[src/rtl/uart_tx_fifo.sv]
// ---------------------------------------------------------------------------
// uart_tx_fifo
//
// Byte buffer and launch controller placed directly in front of uart_tx.
// A producer pushes bytes with a single-cycle write strobe. The bytes are
// stored in a circular FIFO. A small controller drains the FIFO one frame at
// a time: it pulses o_TX_DV together with o_TX_Byte, and it follows the
// transmitter's o_TX_Active / o_TX_Done handshake. Frames therefore go out
// back-to-back without the producer having to wait for the line.
//
// Parameters
//   DEPTH   number of byte entries (power of two, >= 2)
//   ADDR_W  pointer width, log2(DEPTH)
//
// Ports
//   i_Clock      system clock, rising edge
//   i_Reset      synchronous, active-high reset
//   i_Wr_DV      write strobe, one byte per high cycle
//   i_Wr_Byte    byte to enqueue, sampled with i_Wr_DV
//   o_Full       count == DEPTH (registered)
//   o_Empty      count == 0 (registered)
//   o_Count      number of stored bytes, 0..DEPTH (registered)
//   o_Overflow   sticky; set by a write while full, cleared by reset
//   o_TX_DV      single-cycle launch pulse to uart_tx i_TX_DV
//   o_TX_Byte    byte to uart_tx i_TX_Byte, held from one pop to the next
//   i_TX_Active  from uart_tx o_TX_Active
//   i_TX_Done    from uart_tx o_TX_Done
// ---------------------------------------------------------------------------
module uart_tx_fifo #(
    parameter int DEPTH  = 16,
    parameter int ADDR_W = 4
) (
    input  logic              i_Clock,
    input  logic              i_Reset,
    input  logic              i_Wr_DV,
    input  logic [7:0]        i_Wr_Byte,
    output logic              o_Full,
    output logic              o_Empty,
    output logic [ADDR_W:0]   o_Count,
    output logic              o_Overflow,
    output logic              o_TX_DV,
    output logic [7:0]        o_TX_Byte,
    input  logic              i_TX_Active,
    input  logic              i_TX_Done
);

    typedef enum logic [2:0] {
        ST_SYNC        = 3'd0,
        ST_IDLE        = 3'd1,
        ST_LAUNCH      = 3'd2,
        ST_WAIT_ACTIVE = 3'd3,
        ST_WAIT_DONE   = 3'd4,
        ST_GAP         = 3'd5
    } state_t;

    localparam logic [ADDR_W:0]   FULL_COUNT = (ADDR_W + 1)'(DEPTH);
    localparam logic [ADDR_W:0]   ZERO_COUNT = {(ADDR_W + 1){1'b0}};
    localparam logic [ADDR_W:0]   ONE_COUNT  = (ADDR_W + 1)'(1'b1);
    localparam logic [ADDR_W-1:0] ZERO_PTR   = {ADDR_W{1'b0}};
    localparam logic [ADDR_W-1:0] ONE_PTR    = ADDR_W'(1'b1);

    // Storage. The array has no reset: after a reset the pointers and the
    // count make any old contents unreachable.
    logic [7:0]        mem_q [DEPTH];

    state_t            state_q,    state_d;
    logic [ADDR_W-1:0] wr_ptr_q,   wr_ptr_d;
    logic [ADDR_W-1:0] rd_ptr_q,   rd_ptr_d;
    logic [ADDR_W:0]   count_q,    count_d;
    logic              full_q,     full_d;
    logic              empty_q,    empty_d;
    logic              overflow_q, overflow_d;
    logic              tx_dv_q,    tx_dv_d;
    logic [7:0]        tx_byte_q,  tx_byte_d;

    logic              wr_accept_s;
    logic              wr_reject_s;
    logic              pop_s;

    // Write qualification. Fullness comes from the registered flag only. A
    // write while full is refused even if a pop happens in the same cycle.
    always_comb begin
        wr_accept_s = i_Wr_DV & ~full_q;
        wr_reject_s = i_Wr_DV &  full_q;
    end

    // Controller next state. A pop happens only on the IDLE->LAUNCH
    // transition. The launch pulse and the byte are staged here so that both
    // come out of flops during LAUNCH.
    always_comb begin
        state_d   = state_q;
        tx_dv_d   = 1'b0;
        tx_byte_d = tx_byte_q;
        rd_ptr_d  = rd_ptr_q;
        pop_s     = 1'b0;
        case (state_q)
            ST_SYNC: begin
                // Let a frame still running in the unreset uart_tx finish
                // before anything new is launched.
                if (!i_TX_Active) begin
                    state_d = ST_IDLE;
                end else begin
                    state_d = ST_SYNC;
                end
            end
            ST_IDLE: begin
                if (!empty_q) begin
                    pop_s     = 1'b1;
                    tx_dv_d   = 1'b1;
                    tx_byte_d = mem_q[rd_ptr_q];
                    rd_ptr_d  = rd_ptr_q + ONE_PTR;
                    state_d   = ST_LAUNCH;
                end else begin
                    state_d = ST_IDLE;
                end
            end
            ST_LAUNCH: begin
                state_d = ST_WAIT_ACTIVE;
            end
            ST_WAIT_ACTIVE: begin
                if (i_TX_Active) begin
                    state_d = ST_WAIT_DONE;
                end else begin
                    state_d = ST_WAIT_ACTIVE;
                end
            end
            ST_WAIT_DONE: begin
                // Active falling low also ends the frame, so a missed Done
                // pulse cannot stall the controller.
                if (i_TX_Done || !i_TX_Active) begin
                    state_d = ST_GAP;
                end else begin
                    state_d = ST_WAIT_DONE;
                end
            end
            ST_GAP: begin
                // One cycle that covers the transmitter's cleanup state.
                state_d = ST_IDLE;
            end
            default: begin
                state_d = ST_SYNC;
            end
        endcase
    end

    // Pointer, count and flag next values. Writes and pops are guarded by
    // the full and empty flags, so the count stays inside 0..DEPTH.
    always_comb begin
        wr_ptr_d = wr_ptr_q;
        count_d  = count_q;
        if (wr_accept_s) begin
            wr_ptr_d = wr_ptr_q + ONE_PTR;
        end else begin
            wr_ptr_d = wr_ptr_q;
        end
        case ({wr_accept_s, pop_s})
            2'b10:   count_d = count_q + ONE_COUNT;
            2'b01:   count_d = count_q - ONE_COUNT;
            default: count_d = count_q;
        endcase
        full_d     = (count_d == FULL_COUNT);
        empty_d    = (count_d == ZERO_COUNT);
        overflow_d = overflow_q | wr_reject_s;
    end

    // Byte storage: write the accepted byte at the write pointer.
    always_ff @(posedge i_Clock) begin
        if (wr_accept_s) begin
            mem_q[wr_ptr_q] <= i_Wr_Byte;
        end
    end

    // State, pointers, count, flags and transmitter outputs, with
    // synchronous reset.
    always_ff @(posedge i_Clock) begin
        if (i_Reset) begin
            state_q    <= ST_SYNC;
            wr_ptr_q   <= ZERO_PTR;
            rd_ptr_q   <= ZERO_PTR;
            count_q    <= ZERO_COUNT;
            full_q     <= 1'b0;
            empty_q    <= 1'b1;
            overflow_q <= 1'b0;
            tx_dv_q    <= 1'b0;
            tx_byte_q  <= 8'h00;
        end else begin
            state_q    <= state_d;
            wr_ptr_q   <= wr_ptr_d;
            rd_ptr_q   <= rd_ptr_d;
            count_q    <= count_d;
            full_q     <= full_d;
            empty_q    <= empty_d;
            overflow_q <= overflow_d;
            tx_dv_q    <= tx_dv_d;
            tx_byte_q  <= tx_byte_d;
        end
    end

    // Every output comes straight from a flop.
    always_comb begin
        o_Full     = full_q;
        o_Empty    = empty_q;
        o_Count    = count_q;
        o_Overflow = overflow_q;
        o_TX_DV    = tx_dv_q;
        o_TX_Byte  = tx_byte_q;
    end

endmodule

[config.mk]
export PLATFORM = sky130hd
export DESIGN_NAME = uart_tx_fifo
export DESIGN_NICKNAME = d
export VERILOG_FILES = /design/src/rtl/uart_tx_fifo.sv
export SDC_FILE = /design/constraint.sdc
export NUM_CORES = 1
export LEC_CHECK = 0
export CAP_MARGIN = 20
export CORE_MARGIN = 2
export CORE_UTILIZATION = 30
export DETAILED_ROUTE_END_ITERATION = 16
export GPL_TIMING_DRIVEN = 1
export SYNTH_ARGS = -nofsm -noshare
export SYNTH_HDL_FRONTEND = slang
export SYNTH_SLANG_ARGS = --single-unit
[constraint.sdc]
create_clock -name i_Clock -period 5.7 [get_ports i_Clock]
set_input_delay 1.14 -clock i_Clock [delete_from_list [all_inputs] [get_ports i_Clock]]
set_output_delay 1.14 -clock i_Clock [all_outputs]
set_load 0.01 [all_outputs]
# Yosys cells after proc, flatten, opt, wreduce, memory -nomap -nowiden
# Memory sizes are Yosys's and may differ from the RTL's. A register that Yosys moved wholly into a read port is not among the register bits.
# Index checks and enable logic that the tools add are counted.
# classes
n_eq_ne,8
n_reduce_logical,5
n_bitwise,5
n_addsub,4
n_mux,10
# op_table
operator,n
case mux 3 bit (6 select lines),1
case mux 5 bit (2 select lines),1
adder 4 x 1 -> 4 bit (second input constant),2
equality test 3 x 2 -> 1 bit (second input constant),2
equality test 3 bit (second input constant),2
2-to-1 mux 1 bit,6
adder 5 x 1 -> 5 bit (second input constant),1
equality test 5 bit (second input constant),1
logical NOT 5 bit,1
subtractor 5 x 1 -> 5 bit (second input constant),1
equality test 3 x 1 -> 1 bit (second input constant),1
logical NOT 3 bit,1
2-to-1 mux 3 bit,1
bitwise AND 1 bit,2
equality test 2 x 1 -> 1 bit (second input constant),1
equality test 2 bit (second input constant),1
2-to-1 mux 2 bit,1
NOT 1 bit,2
AND reduction 2 bit,1
logical NOT 1 bit,1
logical OR 1 bit,1
OR 1 bit,1
# totals
ram_bits,128
ff_bits,20
wordCells,41
inputBits,13
n_memories,1
out_inout_bits,17
# memory_table
name,depth,width,rd,rd_ports_with_merged_regs,wr,line_no,rtl
mem_q,16,8,1,1,1,64,logic [7:0] mem_q [DEPTH];

# Logic depth before layout (Yosys ltp)
# Gate-level depths: netlist of run 1.
# depth
ltp_word,5
mapped_depth,12
mapped_depth_nobuf,10

# Least setup slack after synthesis of run 1
# No wires, ideal clock.
# synth_path
path_kind,in2reg
startpoint,input i_Wr_DV
endpoint,"register full_q, in the netlist o_Full"
setup_slack_ns,2.498
cell_stages,11
arrival_ns,3.111
t_required_ns,5.609
n_path_buf,1
setup_time_ns,0.091
path_cell_list,nor2b_1 clkbuf_1 inv_2 ha_1 xor2_1 ha_1 a21oi_1 mux2i_1 xnor2_1 and2_1 nor4bb_1
# synth_between
elab_chain_len,4
word_cells_on_any_way,5
classes_between,eq/ne (3); mux (1); bitwise (1)
# synth_rtl
element,line_no,rtl
"start, declared",35,"input logic i_Wr_DV,"
bitwise AND 1 bit (*),83,wr_accept_s = i_Wr_DV & ~full_q;
equality test 2 x 1 -> 1 bit or equality test 2 bit (tied branches),156,"case ({wr_accept_s, pop_s})"
case mux 5 bit (2 select lines) (*),156,
equality test 5 bit (*),161,full_d = (count_d == FULL_COUNT);
"end signal, assigned",191,full_q <= full_d;
"end, declared",70,"logic full_q, full_d;"
# Mark *: on every way between the ends. The rest lies on a longest branch, timed or not.
# A chain may end at the register's enable or synchronous reset.

# Final worst setup path of run 1
# Ends and elaborated chain as after synthesis.

==> run_results.csv, run 1 <==
group,metric,value,unit
run_status,status,"finished clean",
sta,holdWs,0.472,ns
critical_path,critPathBufInv,2,
place,gp_congestion,0.738,
pwr,power.density,351,nW/um^2
clocking,cts.clk_slew.worst_paths,0.06,ns
critical_path,slowest_delay,0.57,ns
pwr,max-vdd-ir-drop,0.172,mV
global_routing,grt_max_degree,36,
global_routing,antenna_found_initial,0,
place,place.detailed.hpwl,7.80,mm
worst_hold_path,hold_end,"o_Overflow",
critical_path,crit_path_end_kind,"flip-flop",
synthesis,syn_avg_cell_area,17.2,sq um
global_routing,grt_overflow_total,0,
critical_path,crit_start,"i_Wr_DV",
route,dr.pass1.iters,4,
floorplan,die_x,148,microns
critical_path,cp.required,6.01,ns
synthesis,yosys.cell_count.top_type,"edfxtp_1",
route,antenna_left,0,
floorplan,die_h,148,microns
floorplan,dieArea,22000,sq um
sta,finalSetupViolCount,0,
route,vias_per_cell,4.80,
synthesis,ys.flop_type,"edfxtp_1",
synthesis,yosys_warnings,0,
synthesis,async_flop_share,0,%
synthesis,synth_commonest_cells,"edfxtp_1, nor2_1, dfxtp_1",
layout,final_core_util,36.0,%
worst_hold_path,min_path_type,"flip-flop to flip-flop",
synthesis,synth_area,6260,sq um
synthesis,yosysTopAreaCellShare,61.4,%
clocking,cts.sinks,156,
clocking,ctsHtreeMaxLevel,4,
clocking,cts_resized,0,
clocking,numCtsBuffers,17,
sta,slew_headroom,28.1,%
floorplan,initial_core_util,30.7,%
clocking,hold_buffers,0,
sta,finalCriticalPeriod,3.68,ns
synthesis,synth_seq_cells,156,
global_routing,grt_pass1_vias,3369,
sta,period_share,64.6,%
global_routing,grt_pass1_wl,19.1,mm
clocking,clk_latency,0.42,ns
synthesis,synthesis.nets,384,
sta,max_freq,0.272,GHz
synthesis,synth.distinct_cells,38,
floorplan,core_area,20400,sq um
critical_path,crit_path_start_kind,"input pin",
clocking,cts_buffer_depth,2,
layout,drive_gt1_share,11.5,%
critical_path,cp_top_family,"simple AND/OR/NAND/NOR gates",
synthesis,synth-edff-count,128,
sta,rsz0062_at_grt,"false",
critical_path,path_max_fanout,9,
sta,slew_violations,0,
critical_path,path_cells,"clkdlybuf4s50_1 -> nor2b_1 -> inv_2 -> ha_1 -> xor2_1 -> ha_1 -> a21oi_1 -> mux2i_1 -> xnor2_1 -> and2_1 -> nor4bb_1",
place,portBuffers,29,
synthesis,seq_area_frac_synth,70.4,%
critical_path,crit_slowest_cell,"nor2b_1",
sta,worst_slack,2.02,ns
flow_run,maxCapViolations,0,
layout,nNetsFinal,419,
global_routing,grt_usage,12.0,%
synthesis,yosys.area.top_type,"edfxtp_1",
critical_path,path_class,"input pin to flip-flop",
place,dp_slack,1.61,ns
layout,antenna_cells,0,
floorplan,io_pins,30,
synthesis,syn_inst,363,
critical_path,cp.arrival,3.99,ns
pwr,p_leak,2.35,nW
synthesis,synth_area_leaders,"edfxtp_1, dfxtp_1, mux4_1",
clocking,cts_root_buf,"clkbuf_16",
critical_path,crit-reg2reg-launch,"state_q[0]",
sta,hold_viol_final,0,
critical_path,crit_top_cell,"ha_1",
clocking,cts_tree,"yes",
critical_path,r2r_end,"o_Full",
route,totalWireLength,12.4,mm
route,drc,0,
sta,final.setup_skew,0.00759,ns
route,drt_iter0_markers,229,
worst_hold_path,whs_path_depth,2,
worst_hold_path,min_from,"o_Overflow",
route,wl_per_cell,18.3,microns
sta,fin_setup_tns,0,ns
floorplan,rows,52,
critical_path,r2r_slack,2.57,ns
sta,tightest_slew,1.07,ns
clocking,cts_setup_buffers,0,
layout,area.growth.synth_to_final,17.3,%
critical_path,reg2regPathDepth,10,
route,vias,3253,
[cell families after synthesis]
logic type,after synthesis,share of synthesized area [%]
flops,156,70.4
simple gates,88,6.44
mux,43,14.2
compound gates,35,3.74
buf+inv,23,2.24
xor+xnor,10,1.40
fa+ha+maj,8,1.60
[area by class of cell]
class	count	area, sq um
clock buffers	18	429
fillers	1874	13000
repair buffers	35	335
clock inverters	11	104
multi-input cells	184	1710
well taps	270	338
inverters	4	15.0
flip-flops and latches	156	4410
[where the power goes]
group          internal, mW  switching [mW]
clock                 0.627           0.414
sequential             1.26          0.0209
combinational         0.121           0.126
total                  2.01           0.561
[how the worst max path moves through the flow]
stage	to	slack (ns)	depth (start not counted)
after global placement	o_Full	1.75	11
after detailed placement	o_Full	1.61	11
after floorplan	o_Full	2.50	11
after global routing	o_Full	1.77	11
final	o_Full	2.02	11
after CTS	o_Full	2.03	11
[worst reg2reg max path, cell delays in order, from the launching register on]
cell and delay (ns):
dfxtp_1 0.37, nor2b_1 0.20, and2_1 0.68, ha_1 0.44, xor2_1 0.11, ha_1 0.22
a21oi_1 0.15, mux2i_1 0.26, xnor2_1 0.16, and2_1 0.17, nor4bb_1 0.26
[per-stage QoR]
stage          cells  power, mW  area, sq um
6_report         678       2.57         7340
5_1_grt          678       2.67         7340
4_1_cts          678       2.60         7340
3_5_place_dp     649       1.56         6810
3_3_place_gp     649       1.55         6810
2_1_floorplan    363       1.48         6260
[placed cells by master, fill, tap and decap left out, types with 4 or more instances in the layout]
cell type	Yosys	layout
mux4_1	15	15
nand2_1	16	16
clkinv_1	0	6
mux2i_1	11	11
xor2_1	6	6
clkbuf_16	0	17
nor2b_1	11	11
clkdlybuf4s50_1	0	29
nor3_1	6	6
xnor2_1	4	4
edfxtp_1	128	128
mux4_2	17	17
buf_4	1	6
o21ai_0	5	5
dfxtp_1	28	27
a21oi_1	5	5
a22oi_1	16	16
ha_1	8	8
nor2_1	42	42
[layer usage]
| layer | up-vias | share of wire, % | GRT usage, % | wire length (microns) |
|---|---|---|---|---|
| met5 | - | 0 | 0 | 0 |
| met4 | 0 | 1.2 | 4.24 | 143 |
| met3 | 11 | 3.9 | 3.65 | 480 |
| met2 | 67 | 50 | 19.6 | 6150 |
| met1 | 1686 | 45 | 15.3 | 5640 |
| li1 | 1489 | - | - | - |
[flip-flops by register name, indices dropped and copies added (netlist names)]
| name | flops |
|---|---|
| mem_q | 128 |
| o_TX_Byte | 8 |
| o_Count | 5 |
| rd_ptr_q | 4 |
| wr_ptr_q | 4 |
| state_q | 3 |
| o_Empty | 1 |
| o_Full | 1 |
| o_Overflow | 1 |
| o_TX_DV | 1 |
(Power assumes the default switching activity.)
==> inputs of run 2 (changes only) <==
Clock period 5.7 ns to 3.6 ns, I/O delays scaled along.
==> run 2 against run 1 <==
Effect of this change:
- global-route usage shrank 0.53 points
- clock skew grew 0.014 ns
- highest routed layer unchanged
- flip-flop and latch count is the same
==> run_results.csv, run 2 (synthesis gave the netlist of run 1 again) <==
group,metric,value,unit
place,gp_congestion,0.753,
floorplan,core_area,20400,sq um
clocking,cts.clk_slew.worst_paths,0.06,ns
pwr,combPwrFrac,9.4,%
flow_run,maxCapViolations,0,
pwr,power.density,560,nW/um^2
sta,slew_headroom,50.0,%
global_routing,grt_usage,11.5,%
sta,period_share,78.2,%
sta,finalCriticalPeriod,2.82,ns
layout,final_common_cell,"edfxtp_1",
global_routing,grt_pass1_wl,18.7,mm
critical_path,slowest_delay,0.48,ns
clocking,cts_setup_buffers,0,
sta,hold_viol_final,0,
clocking,cts_buffer_depth,2,
global_routing,grt_max_degree,36,
place,portBuffers,29,
clocking,ctsHtreeMaxLevel,4,
pwr,clock_power_share,42.0,%
sta,max_freq,0.355,GHz
layout,top_register,"mem_q",
global_routing,antenna_found_initial,0,
critical_path,crit_top_cell,"ha_1",
layout,final_core_util,36.7,%
clocking,numCtsBuffers,17,
run_status,status,"finished clean",
floorplan,rows,52,
route,antenna_left,0,
floorplan,dieArea,22000,sq um
critical_path,path_cells,"clkdlybuf4s50_1 -> nor2b_1 -> inv_2 -> ha_1 -> xor2_1 -> ha_1 -> a21oi_1 -> mux2i_1 -> xnor2_1 -> and2_1 -> nor4bb_1",
layout,nNetsFinal,429,
critical_path,crit_path_end_kind,"flip-flop",
sta,worst_slack,0.784,ns
layout,antenna_cells,0,
route,totalWireLength,11.8,mm
floorplan,die_x,148,microns
layout,multi_input_area,1710,sq um
route,vias_per_cell,4.66,
route,drt_iter0_markers,238,
layout,area.growth.synth_to_final,19.5,%
route,dr.pass1.iters,4,
pwr,max-vdd-ir-drop,0.297,mV
global_routing,grt_overflow_total,0,
critical_path,critPathBufInv,2,
critical_path,cp.arrival,3.14,ns
route,vias,3220,
pwr,power.switching,956,uW
clocking,clk_latency,0.43,ns
floorplan,die_h,148,microns
pwr,pwr-share-seq,48.6,%
place,dp_slack,0.394,ns
floorplan,io_pins,30,
sta,tightest_slew,0.747,ns
pwr,switching_share,22.8,%
floorplan,initial_core_util,30.7,%
layout,mostFrequentLayoutCells,"edfxtp_1, nor2_1, clkdlybuf4s50_1",
clocking,cts_tree,"yes",
route,wl_per_cell,17.0,microns
route,drc,0,
clocking,hold_buffers,0,
critical_path,cp_top_family,"simple AND/OR/NAND/NOR gates",
sta,final.setup_skew,0.0212,ns
global_routing,grt_pass1_vias,3272,
critical_path,crit_slowest_cell,"clkdlybuf4s50_1",
clocking,cts.sinks,156,
critical_path,path_max_fanout,8,
clocking,cts_root_buf,"clkbuf_16",
sta,fin_setup_tns,0,ns
clocking,cts_resized,0,
critical_path,cp.required,3.92,ns
pwr,intPower,3.23,mW
layout,drive_gt1_share,15.4,%
worst_hold_path,min_path_type,"flip-flop to flip-flop",
layout,seq_area,4410,sq um
layout,largest_reg_flops,128,
sta,rsz0062_at_grt,"false",
place,place.detailed.hpwl,7.83,mm
critical_path,crit_path_start_kind,"input pin",
sta,finalSetupViolCount,0,
critical_path,path_class,"input pin to flip-flop",
sta,slew_violations,0,
pwr,p_leak,2.43,nW
layout,nFillCells,1879,
## run 2: cell count changes in the layout (fill, tap and decap cells not counted), sizes merged
cell,delta
buf,+10
clkbuf,-1
clkinv,-2
clkinvlp,+2
inv,+4
## run 2: final cells by class
| class | instances | area share [%] |
|---|---|---|
| clock buffers | 17 | 5.69 |
| clock inverters | 15 | 2.16 |
| inverters | 4 | 0.201 |
| multi-input cells | 184 | 22.9 |
| flip-flops and latches | 156 | 58.9 |
| well taps | 270 | 4.52 |
| repair buffers | 45 | 5.59 |
## run 2: worst register-to-register path, cell delays in order, from the launching register on
cell      delay [ns]
dfxtp_1         0.36
nor2b_1         0.23
and2_1          0.20
ha_1            0.31
xor2_1          0.11
ha_1            0.22
a21oi_1         0.16
mux2i_1         0.23
xnor2_1         0.15
and2_1          0.17
nor4bb_1        0.24
## run 2: path summary, 6_finish.rpt
kind,startpoint,endpoint,slack [ns],depth (start not counted)
max reg2reg,state_q[0],o_Full,1.13,10
min reg2reg,o_Overflow,o_Overflow,0.48,2
max,i_Wr_DV,o_Full,0.78,11
min,o_Overflow,o_Overflow,0.48,2
## run 2: metrics by stage
step	instances	total power, mW	instance area (sq um)	hold WS, ns
6_report	691	4.18	7470	0.484
2_1_floorplan	363	2.34	6260	0.463
3_3_place_gp	658	2.46	6870	0.459
3_5_place_dp	658	2.47	6870	0.476
4_1_cts	690	4.23	7460	0.490
5_1_grt	691	4.34	7470	0.521
## run 2: power by group through the flow
stage          registers [mW]  clock network, mW  logic (mW)
3_3_place_gp             2.07                  0       0.386
2_1_floorplan            2.07                  0       0.267
3_5_place_dp             2.07                  0       0.398
4_1_cts                  2.03               1.80       0.399
6_report                 2.03               1.76       0.393
5_1_grt                  2.04               1.86       0.433
## run 2: routing by layer
layer  vias to the layer above  global-route usage, %  wire, microns
li1                       1510                      -              -
met1                      1654                   14.7           5380
met2                        51                   18.6           5890
met3                         5                   3.50            420
met4                         0                   4.00             75
met5                         -                      0              0
==> inputs of run 3 (changes only) <==
Clock period 3.6 ns to 2.93 ns, I/O delays scaled along.
==> run 3 against run 2 <==
Effect of this change:
- hold slack got worse by 0.018 ns
- register-to-register slack got worse by 0.64 ns
- count of clock-buffer cells in the layout rose by 6
- critical path type unchanged
- highest routed layer unchanged
==> run_results.csv, run 3 (synthesis gave the netlist of run 1 again) <==
group,metric,value,unit
layout,final_common_cell,"edfxtp_1",
layout,mostFrequentLayoutCells,"edfxtp_1, nor2_1, clkdlybuf4s50_1",
clocking,clk_latency,0.42,ns
route,vias,3314,
run_status,status,"finished clean",
place,post-place-cells,666,
route,drc,0,
critical_path,critPathBufInv,3,
global_routing,grt_usage,11.9,%
layout,final_core_util,36.7,%
critical_path,path_cells,"clkdlybuf4s50_1 -> nor2b_1 -> inv_2 -> ha_1 -> xor2_1 -> ha_1 -> buf_4 -> nor2_1 -> o21a_1 -> o211ai_1 -> xor2_1 -> nor4bb_1",
route,drt_iter0_markers,237,
clocking,cts_buffer_depth,2,
place,gp_congestion,0.782,
sta,slew_headroom,53.6,%
floorplan,dieArea,22000,sq um
sta,final.setup_skew,0.00715,ns
global_routing,grt_pass1_wl,19.4,mm
pwr,power.density,669,nW/um^2
sta,max_freq,0.382,GHz
critical_path,cp.required,3.25,ns
clocking,cts_setup_buffers,0,
route,vias_per_cell,4.75,
global_routing,grt_max_degree,36,
floorplan,core_area,20400,sq um
sta,finalSetupViolCount,0,
layout,top_register,"mem_q",
global_routing,grt_pass1_vias,3439,
critical_path,slowest_delay,0.47,ns
sta,period_share,89.3,%
floorplan,die_h,148,microns
layout,area.growth.synth_to_final,19.5,%
route,antenna_left,0,
global_routing,grt_overflow_total,0,
floorplan,rows,52,
floorplan,initial_core_util,30.7,%
flow_run,maxCapViolations,0,
critical_path,path_class,"input pin to flip-flop",
clocking,cts.clk_slew.worst_paths,0.06,ns
layout,fin_cells,698,
floorplan,io_pins,30,
place,place.detailed.hpwl,8.10,mm
sta,fin_setup_tns,0,ns
critical_path,crit_slowest_cell,"clkdlybuf4s50_1",
sta,hold_viol_final,0,
critical_path,crit_path_end_kind,"flip-flop",
sta,holdWs,0.467,ns
critical_path,crit_path_start_kind,"input pin",
pwr,p_total,5.00,mW
place,dp_slack,-0.111,ns
route,dr.pass1.iters,5,
critical_path,cp.arrival,2.94,ns
sta,slew_violations,0,
clocking,hold_buffers,0,
sta,tightest_slew,0.694,ns
sta,rsz0062_at_grt,"false",
floorplan,die_x,148,microns
clocking,cts.sinks,156,
layout,largest_reg_flops,128,
clocking,cts_root_buf,"clkbuf_16",
critical_path,cp_top_family,"buffers and inverters",
place,portBuffers,29,
layout,nNetsFinal,436,
layout,fin_area,7480,sq um
route,totalWireLength,12.4,mm
worst_hold_path,min_path_type,"flip-flop to flip-flop",
route,wl_per_cell,17.8,microns
clocking,ctsHtreeMaxLevel,4,
sta,finalCriticalPeriod,2.62,ns
pwr,p_leak,2.45,nW
clocking,cts_resized,0,
clocking,numCtsBuffers,17,
global_routing,antenna_found_initial,0,
critical_path,path_max_fanout,3,
layout,antenna_cells,0,
sta,worst_slack,0.312,ns
place,postPlaceCellArea,6950,sq um
pwr,max-vdd-ir-drop,0.389,mV
clocking,cts_tree,"yes",
layout,drive_gt1_share,16.1,%
==> run 3: cell type report <==
| class | instances | area, sq um |
|---|---|---|
| timing repair buffer | 52 | 475 |
| tap | 270 | 338 |
| multi-input combinational | 184 | 1710 |
| inverter | 4 | 15.0 |
| sequential | 156 | 4410 |
| fill | 1882 | 12900 |
| clock buffer | 23 | 458 |
| clock inverter | 9 | 75.1 |
==> run 3: worst paths after layout <==
kind / start / slack, ns / cells past startpoint / to
setup / recovery: i_Wr_DV / 0.31 / 12 / o_Full
hold reg to reg: o_Overflow / 0.47 / 2 / o_Overflow
hold / removal: o_Overflow / 0.47 / 2 / o_Overflow
setup reg to reg: state_q[0] / 0.49 / 11 / o_Full
==> run 3: worst register-to-register path: stages, from the launching register on <==
cell,delay [ns]
dfxtp_1,0.37
nor2b_1,0.20
and2_1,0.19
ha_1,0.20
xor2_1,0.17
ha_1,0.20
buf_4,0.12
nor2_1,0.05
o31ai_1,0.26
o211ai_1,0.14
xor2_1,0.19
nor4bb_1,0.26
==> run 3: metal layers <==
layer	wire length (microns)	GRT usage [%]	vias up
met3	591	3.22	8
met5	0	0	-
met1	5660	15.5	1710
li1	-	-	1519
met4	112	4.71	0
met2	6030	19.2	77
==> run 3: power breakdown <==
part           switching [mW]  internal [mW]
sequential             0.0448           2.46
combinational           0.250          0.250
clock                   0.819           1.18
==> patch (settings of run 3) <==
Re-encode `state_t` (6 states) as Gray code, 3 bits wide.
--- a/src/rtl/uart_tx_fifo.sv
+++ b/src/rtl/uart_tx_fifo.sv
@@ -47,8 +47,8 @@
     typedef enum logic [2:0] {
-        ST_SYNC        = 3'd0,
-        ST_IDLE        = 3'd1,
-        ST_LAUNCH      = 3'd2,
-        ST_WAIT_ACTIVE = 3'd3,
-        ST_WAIT_DONE   = 3'd4,
-        ST_GAP         = 3'd5
+        ST_SYNC        = 3'b000,
+        ST_IDLE        = 3'b001,
+        ST_LAUNCH      = 3'b011,
+        ST_WAIT_ACTIVE = 3'b010,
+        ST_WAIT_DONE   = 3'b110,
+        ST_GAP         = 3'b111
     } state_t;
Check against the original RTL: no difference found for any inputs over 10 cycles, from zero or initial values and one cycle with i_Reset high; not proved beyond that.
==> patch against run 3 <==
Synthesized area increased by 1.4%; critical path depth down 1; cell area up 0.45%; critical path type unchanged; routed wire length decreased by 3.4%; largest power group unchanged; final cell count decreased by 1.1%; setup slack improved by 0.051 ns; first-iteration DRC count shrank 34%; power down 1.6%; largest cell class unchanged; sequential cell count unchanged; utilization shrank 0.76 points.
==> patch: results <==
group,metric,value,unit
run_status,status,"finished clean",
yosys,syn_nets,374,
worst_setup_path,cp_slowest_stage_delay,0.47,ns
worst_setup_path,reg2reg_depth,9,
clock_tree,clkSlewWorstSetupHoldPaths,0.06,ns
placed_design,place.port_buffers,29,
yosys,yosys-top-cells-area,"edfxtp_1 (61%), mux4_1 (11%), dfxtp_1 (8.8%)",
routing,drt-pass1-iter-count,4,
worst_setup_path,cp.arrival,2.89,ns
sta,min_period,2.57,ns
placed_design,dpl.hpwl,7920,microns
global_route,grt_pass1_wl,18300,microns
clock_tree,ctsResizeCount,0,
power,p_int,3860,uW
worst_setup_path,worst_r2r_endpoint,"o_Empty",
worst_setup_path,reg2reg_from,"state_q[2]",
yosys,yosys-top-cells-count,"edfxtp_1 (128), nor2_1 (35), dfxtp_1 (28)",
sta,skew,0.00678,ns
worst_setup_path,crit_fanout,3,
placed_design,place_area,6960,sq um
final_layout,syn2layout_area_growth,18.4,%
global_route,grt_pass1_vias,3273,
power,leakage,0.00247,uW
yosys,synth_enable_flop_cells,128,
worst_setup_path,r2r_slack,0.50,ns
hold_path,worstHoldPathType,"reg -> reg",
final_layout,drive_gt1_frac,0.149,
yosys,synth_cell_types,43,
power,pwr-share-comb,0.081,
yosys,yosys_warnings,0,
hold_path,min_from,"o_Overflow",
final_layout,nets,423,
global_route,grtUsageTotal,0.114,
power,irDropWorstVdd,0.416,mV
placed_design,gp_congestion,0.802,
routing,wl,12000,microns
routing,vias_per_cell,4.70,
sta,slew-limit-headroom,0.461,
yosys,yosysSeqAreaShare,0.694,
clock_tree,clk_latency,0.42,ns
final_layout,diodes,0,
power,p_clk,2010,uW
final_layout,nFillCells,1931,
routing,drt_iter0_drc,157,
placed_design,dpl_worst_slack,-0.0615,ns
final_layout,regMostFlops,"mem_q",
-- patch: cell types whose count changed after synthesis, moves of 9 or more --
| cell | run 3 | this run |
|---|---|---|
| mux4_2 | 17 | 5 |
| mux4_1 | 15 | 27 |
| a22o_1 | 0 | 9 |
| nand2_1 | 16 | 7 |
| a22oi_1 | 16 | 0 |
-- patch: final cells by class --
type | instances | share of cell area
Clock inverter | 9 | 0.0122
Timing Repair Buffer | 52 | 0.0616
Multi-Input combinational cell | 168 | 0.230
Sequential cell | 156 | 0.586
Inverter | 7 | 0.00350
Tap cell | 275 | 0.0458
Clock buffer | 23 | 0.0610
-- patch: stage by stage --
stage / power [uW] / instances
2_1_floorplan: 2820 / 353
3_3_place_gp: 2950 / 658
3_5_place_dp: 2960 / 658
4_1_cts: 4980 / 690
5_1_grt: 5110 / 690
6_report: 4920 / 690
-- patch: logic make-up after synthesis --
family | share of synthesized area
adders and majority gates | 0.0158
buffers and inverters | 0.0343
AOI/OAI and AO/OA | 0.0481
DFF | 0.694
xor gates and xnor gates | 0.0152
muxes | 0.134
and+or+nand+nor | 0.0584
-- patch: how the worst min path moves through the flow --
stage | to | slack (ns) | cells past startpoint
floorplan | state_q[2] | 0.46 | 1
global placement | o_Overflow | 0.46 | 2
detailed placement | o_Overflow | 0.47 | 2
CTS | o_Overflow | 0.49 | 2
global route | o_TX_Byte[5] | 0.50 | 2
finish | o_Overflow | 0.48 | 2
-- patch: per-layer routing --
layer  share of wire  GRT usage  vias up
li1                -          -     1511
met5               0          0        -
met2            0.51      0.187       64
met1            0.44      0.140     1653
met3           0.040     0.0311       17
met4           0.015     0.0505        0
